==> src/rtl/fetcher_pkg.sv <==
// Shared types for the instruction fetch stage: address/instruction buses,
// the NOP encoding, fetch FSM states and cache geometry helpers.
package fetcher_pkg;

    typedef logic [31:0] inst_addr_t;
    typedef logic [31:0] inst_t;

    // addi x0, x0, 0
    localparam inst_t NOP_INST = 32'h0000_0013;

    typedef enum logic [1:0] {
        ST_IDLE  = 2'd0,
        ST_FETCH = 2'd1,
        ST_OUT   = 2'd2
    } fetch_state_e;

    // Index bits select one word-sized entry; the two byte-offset bits are
    // never part of index or tag, so the cache works on word addresses.
    function automatic int icache_index_w(input int lines);
        return $clog2(lines);
    endfunction

    function automatic int icache_tag_w(input int lines);
        return 30 - $clog2(lines);
    endfunction

endpackage

==> src/rtl/fetcher_icache.sv <==
// Direct-mapped instruction cache, one instruction per entry.
// Combinational lookup port, synchronous write port. Only instantiated
// when FETCHER_ICACHE_EN is defined.
module icache
    import fetcher_pkg::*;
#(
    parameter int LINES = 32
) (
    input  logic        clk,
    input  logic        rst,
    input  logic [29:0] rd_word,
    output logic        hit,
    output inst_t       rd_data,
    input  logic        wr_en,
    input  logic [29:0] wr_word,
    input  inst_t       wr_data
);

    localparam int IW = icache_index_w(LINES);
    localparam int TW = icache_tag_w(LINES);

    logic [LINES-1:0] valid;
    logic [TW-1:0]    tags [LINES];
    inst_t            data [LINES];

    logic [IW-1:0] rd_idx;
    logic [TW-1:0] rd_tag;
    logic [IW-1:0] wr_idx;
    logic [TW-1:0] wr_tag;

    assign rd_idx = rd_word[IW-1:0];
    assign rd_tag = rd_word[29:IW];
    assign wr_idx = wr_word[IW-1:0];
    assign wr_tag = wr_word[29:IW];

    // Valid bits: cleared by reset, set on fill, never invalidated otherwise.
    always_ff @(posedge clk) begin
        if (rst) begin
            valid <= '0;
        end else if (wr_en) begin
            valid[wr_idx] <= 1'b1;
        end
    end

    // Tag/data storage written on fill.
    // NOTE: the arrays carry no reset; the valid bits alone decide whether an
    // entry means anything, which keeps the storage mappable to plain RAM.
    always_ff @(posedge clk) begin
        if (wr_en) begin
            tags[wr_idx] <= wr_tag;
            data[wr_idx] <= wr_data;
        end
    end

    assign hit     = valid[rd_idx] && (tags[rd_idx] == rd_tag);
    assign rd_data = data[rd_idx];

endmodule

==> src/rtl/fetcher.sv <==
// Instruction fetch stage: holds the PC, fetches each instruction as four
// little-endian byte reads and hands {instPc, inst} to the decoder over a
// valid/ready handshake. A jump redirects the PC and discards any byte still
// in flight. Optional direct-mapped cache: define FETCHER_ICACHE_EN.
module fetcher
    import fetcher_pkg::*;
#(
    parameter inst_addr_t RESET_PC     = 32'h0000_0000,
    parameter int         ICACHE_LINES = 32
) (
    input  logic        clk,
    input  logic        rst,
    input  logic        jumpEn,
    input  logic [31:0] jumpAddr,
    output logic        memReq,
    output logic [31:0] memAddr,
    input  logic        memAck,
    input  logic        memDataValid,
    input  logic [7:0]  memData,
    output logic        instValid,
    input  logic        instReady,
    output logic [31:0] inst,
    output logic [31:0] instPc
);

    if (ICACHE_LINES < 2 || (ICACHE_LINES & (ICACHE_LINES - 1)) != 0) begin : g_bad_lines
        $error("ICACHE_LINES must be a power of two and at least 2");
    end

    fetch_state_e state, state_next;
    inst_addr_t   pc;
    logic [2:0]   req_cnt;     // bytes requested and acked, 0..4
    logic [1:0]   rsp_cnt;     // lane for the next returning byte
    logic         discard;     // drop the next returning byte
    logic         ack_prev;    // a request was accepted last cycle
    logic         req_acked;
    logic         take_byte;
    logic         last_byte;
    inst_t        word_next;
    logic         cache_hit;
    inst_t        cache_data;

    assign req_acked = memReq & memAck;
    assign take_byte = (state == ST_FETCH) && memDataValid && !discard && !jumpEn;
    assign last_byte = take_byte && (rsp_cnt == 2'd3);

    // Word with the returning byte merged into its lane.
    always_comb begin
        word_next = inst;
        word_next[{rsp_cnt, 3'b000} +: 8] = memData;
    end

`ifdef FETCHER_ICACHE_EN
    icache #(
        .LINES   (ICACHE_LINES)
    ) u_icache (
        .clk     (clk),
        .rst     (rst),
        .rd_word (pc[31:2]),
        .hit     (cache_hit),
        .rd_data (cache_data),
        .wr_en   (last_byte),
        .wr_word (pc[31:2]),
        .wr_data (word_next)
    );
`else
    assign cache_hit  = 1'b0;
    assign cache_data = NOP_INST;
`endif

    // FSM state register.
    // NOTE: sequential blocks use <= so every register updates from the
    // values present before the edge, independent of statement order.
    always_ff @(posedge clk) begin
        if (rst) begin
            state <= ST_IDLE;
        end else begin
            state <= state_next;
        end
    end

    // Next state and memory/decoder-facing outputs; a jump overrides all.
    // NOTE: every output gets a default first so no path leaves one unassigned
    // and no latch is inferred.
    always_comb begin
        state_next = state;
        memReq     = 1'b0;
        memAddr    = '0;
        instValid  = 1'b0;
        unique case (state)
            ST_IDLE: begin
                state_next = cache_hit ? ST_OUT : ST_FETCH;
            end
            ST_FETCH: begin
                if (req_cnt < 3'd4) begin
                    memReq  = 1'b1;
                    memAddr = pc + {29'd0, req_cnt};
                end
                if (last_byte) begin
                    state_next = ST_OUT;
                end
            end
            ST_OUT: begin
                instValid = 1'b1;
                if (instReady) begin
                    state_next = ST_IDLE;
                end
            end
            default: state_next = ST_IDLE;
        endcase
        if (jumpEn) begin
            state_next = ST_IDLE;
        end
    end

    // PC, counters, discard tracking and the output instruction register.
    always_ff @(posedge clk) begin
        if (rst) begin
            pc       <= RESET_PC;
            req_cnt  <= '0;
            rsp_cnt  <= '0;
            discard  <= 1'b0;
            ack_prev <= 1'b0;
            inst     <= NOP_INST;
            instPc   <= '0;
        end else begin
            ack_prev <= req_acked;
            if (jumpEn) begin
                pc      <= jumpAddr;
                req_cnt <= '0;
                rsp_cnt <= '0;
                // A byte is still owed if one was accepted now, or accepted
                // last cycle without its response showing up yet; a pending
                // flag survives until some byte arrives.
                discard <= req_acked
                         | (ack_prev & ~memDataValid)
                         | (discard & ~memDataValid);
            end else begin
                if (discard && memDataValid) begin
                    discard <= 1'b0;
                end
                unique case (state)
                    ST_IDLE: begin
                        if (cache_hit) begin
                            inst   <= cache_data;
                            instPc <= pc;
                        end
                    end
                    ST_FETCH: begin
                        if (req_acked) begin
                            req_cnt <= req_cnt + 3'd1;
                        end
                        if (take_byte) begin
                            inst    <= word_next;
                            rsp_cnt <= rsp_cnt + 2'd1;
                        end
                        if (last_byte) begin
                            instPc  <= pc;
                            req_cnt <= '0;
                        end
                    end
                    ST_OUT: begin
                        if (instReady) begin
                            pc <= pc + 32'd4;
                        end
                    end
                    default: ;
                endcase
            end
        end
    end

endmodule
==> config.mk <==
export PLATFORM = sky130hd
export DESIGN_NAME = fetcher
export DESIGN_NICKNAME = d
export VERILOG_FILES = /design/src/rtl/fetcher_pkg.sv /design/src/rtl/fetcher_icache.sv /design/src/rtl/fetcher.sv
export SDC_FILE = /design/constraint.sdc
export NUM_CORES = 1
export LEC_CHECK = 0
export CAP_MARGIN = 20
export CORE_MARGIN = 2
export CORE_UTILIZATION = 41
export DETAILED_ROUTE_END_ITERATION = 6
export PLACE_DENSITY = 0.73
export SLEW_MARGIN = 0
export SYNTH_ARGS = -nofsm -noshare
export SYNTH_HDL_FRONTEND = slang
export SYNTH_SLANG_ARGS = --single-unit
==> constraint.sdc <==
create_clock -name clk -period 3.4 [get_ports clk]
set_clock_uncertainty 0.1 [all_clocks]
set_input_delay 0.68 -clock clk [delete_from_list [all_inputs] [get_ports clk]]
set_output_delay 0.68 -clock clk [all_outputs]
set_load 0.1 [all_outputs]
==> impl_metrics.ini <==
[run_status]
outcome = finished, violations left
violations = setup timing

[critical_path]
crit_arrival_ps = 2800
worst_ep_required_time_ps = 2620
worst-path-max-fanout = 7
endpoint_kind = output pin
crit_slowest_cell = a2111o_2
critical_path.reg2reg.startpoint = pc[12]$_SDFFE_PP0P_
crit_start = req_cnt[0]$_SDFFE_PP0P_
cp.buffers_inverters = 3
critPathKind = flop to output pin
max_stage_delay_ps = 530
crit_family = compound AO/OA/AOI/OAI gates
cp-start-kind = flop
crit_chain = ha_4 > inv_2 > fa_2 > nand2b_4 > a2111o_2 > buf_6 > or3_4 > a21oi_4 > buf_12

[placement]
port_buffers = 143
gp_congestion = 0.9194
place_area_um2 = 7351
place_hpwl_mm = 12.69
place_inst = 981

[clock_tree]
cts_buffer_depth = 2
cts_tree = yes
htreeDepth = 3
clkSinkCount = 105
clk_latency_ps = 360
numCtsBuffers = 9
holdBufCountCts = 0
clk_pin_slew_ps = 70
cts-root-buf = clkbuf_16

[yosys]
synth_area_leaders = dfxtp_1, nand2_1, a21oi_1
syn-num-nets = 746
async_reset_ff_share_pct = 0
synthesis.area_um2 = 5354
synth_top_flop_cell = dfxtp_1
synth_top_area_share_pct = 39.26
seq_area_frac_synth_pct = 39.26
synthSimpleGateAreaFrac_pct = 28.30
synthMuxAreaShare_pct = 0.9582
synth_top_family_by_area = simple AND/OR/NAND/NOR gates
synthAdderAreaFrac_pct = 2.711
synth_xor_xnor_area_share_pct = 2.781
synth_cell_type_count = 50
avgSynthCellArea_um2 = 7.771
yosysTopAreaCell = dfxtp_1
netlist_instances = 689
synth-edff-count = 0
yosysWarnings = 0
ys_ff_latch = 105
synth_compound_area_share_pct = 19.77

[min_path]
hp-start = instPc[18]$_SDFFE_PP0P_
hold_class = flop to flop

[floorplanning]
start_util_pct = 42.25
die_h_um = 118.3
ios = 144
rows = 41
core_area_um2 = 12670
dieWidth_um = 118.3
die_area_um2 = 13990

[layout]
fin_area_um2 = 7893
fill_cells = 1114
finalNetCount = 885
antenna_cells = 0
final_cell_mix = buf_4, nand2_1, dfxtp_1
utilization_pct = 62.29
multi_input_area_um2 = 3314
syn_to_final_growth_pct = 47.42
seqCellArea_um2 = 2108
layout-drive-gt1-share_pct = 27.73
final_cells = 1005
final_common_cell = buf_4

[global_route]
grt_pass1_wl_mm = 28.54
grt.overflow.total = 0
grt_max_degree = 65
antenna_found_initial = 0
grt_pass1_vias = 5625
grt_usage_pct = 24.76

[power_and_ir_drop]
peakVddDrop_mv = 0.2382
swShare_pct = 29.95
p_total_w = 0.002771
p_comb_share_pct = 15.1
p_clk_share_pct = 37.6
leakagePower_nw = 2.736
powerDensity_nw_per_um2 = 351.1
intPower_w = 0.001941
p_seq_share_pct = 47.3
switching_power_w = 0.0008298

[detailed_routing]
avgViaCountPerCell = 5.704
drc_errors = 0
ant_nets = 0
firstDrtPassIters = 5
via_count = 5733
initialDrtViolationCount = 487
drt_wl_total_mm = 17.65
wl_per_cell_um = 17.57

[sta]
rsz0062_at_grt = yes
slew-limit-headroom_pct = 44.09
fin_crit_sh_pct = 105.4
max_freq_mhz = 279.0
setup_ws_ps = -184.0
period_minus_slack_ps = 3584
worstMarginPinSlew_ps = 832.3
holdWs_ps = 357.5
hold_violations = 0
setup_viol = 15
slew_violations = 0

[flow_run]
cap_violations = 0
-- worst paths after layout --
kind | endpoint | slack, ps | depth (start not counted)
min reg2reg | instPc[18]$_SDFFE_PP0P_ | 360 | 2
min | instPc[18]$_SDFFE_PP0P_ | 360 | 2
max reg2reg | pc[22]$_SDFFE_PP0P_ | 810 | 5
max | memAddr[28] | -180 | 9
-- layer usage --
metal  up-vias  part of all wire (%)  global-route usage [%]
li1       2751                     -                       -
met1      2711                    42                   32.12
met2       251                    49                   42.38
met3        20                   7.0                   3.861
met4         0                   1.5                   7.229
met5         -                     0                       0
-- metrics by stage --
step	TNS, ps	setup slack (ps)
CTS	-2281	-242.0
global route	-2502	-228.6
detailed placement	-50.26	-29.35
global placement	0	85.40
finish	-1355	-184.0
floorplan	-700.7	-509.8
-- what timing repair did --
action	in CTS	in global routing
pin swaps	25	5
setup buffers	7	0
cloned	1	0
setup endpoints to repair	20	21
gates resized for setup	41	5
-- final cells by class --
type | instances | share of cell area [%]
multi-input combinational | 508 | 41.99
sequential | 105 | 26.71
timing repair buffer | 191 | 24.19
clock buffer | 9 | 2.854
tap | 172 | 2.727
clock inverter | 7 | 0.9036
inverter | 13 | 0.6183
-- sequential cells by signal, summed over array words and instances (netlist names) --
register / count
ack_prev: 1
discard: 1
req_cnt: 3
inst: 32
rsp_cnt: 2
pc: 32
instPc: 32
state: 2
-- power by group through the flow --
stage / combinational [W] / clock (W) / sequential [W]
floorplan: 0.000248 / 0 / 0.00132
global placement: 0.000404 / 0 / 0.00133
detailed placement: 0.000409 / 0 / 0.00133
CTS: 0.000416 / 0.00106 / 0.00131
global route: 0.000442 / 0.00111 / 0.00131
finish: 0.000419 / 0.00104 / 0.00131
-- synth_stat cells (all sizes together), types with 4 or more instances --
cell / instances
nor4: 6
inv: 12
xor2: 5
o21ai: 19
nand3: 31
buf: 19
ha: 10
a211oi: 7
nand2b: 5
nor3: 10
a21oi: 81
mux2i: 4
or3: 18
and3: 9
nand4: 17
a311oi: 18
xnor2: 12
a22oi: 8
nor2: 53
and2: 4
nor2b: 4
o31ai: 22
or4: 27
nand2: 111
dfxtp: 105
clkbuf: 44
-- cells by family (layout without fill, tap and decap cells) --
| group | after synthesis | count (layout) |
|---|---|---|
| muxes | 5 | 5 |
| and+or+nand+nor | 306 | 306 |
| buffers and inverters | 76 | 220 |
| AOI/OAI and AO/OA | 169 | 169 |
| xor gates and xnor gates | 17 | 17 |
| adders and majority gates | 11 | 11 |
| DFF | 105 | 105 |
-- tightest hold or removal path, stage by stage, from the launching register on --
cell,delay [ps]
dfxtp_1,310
nand2_1,50
a21oi_1,50
No activity file was read; power rests on OpenSTA's default activity.
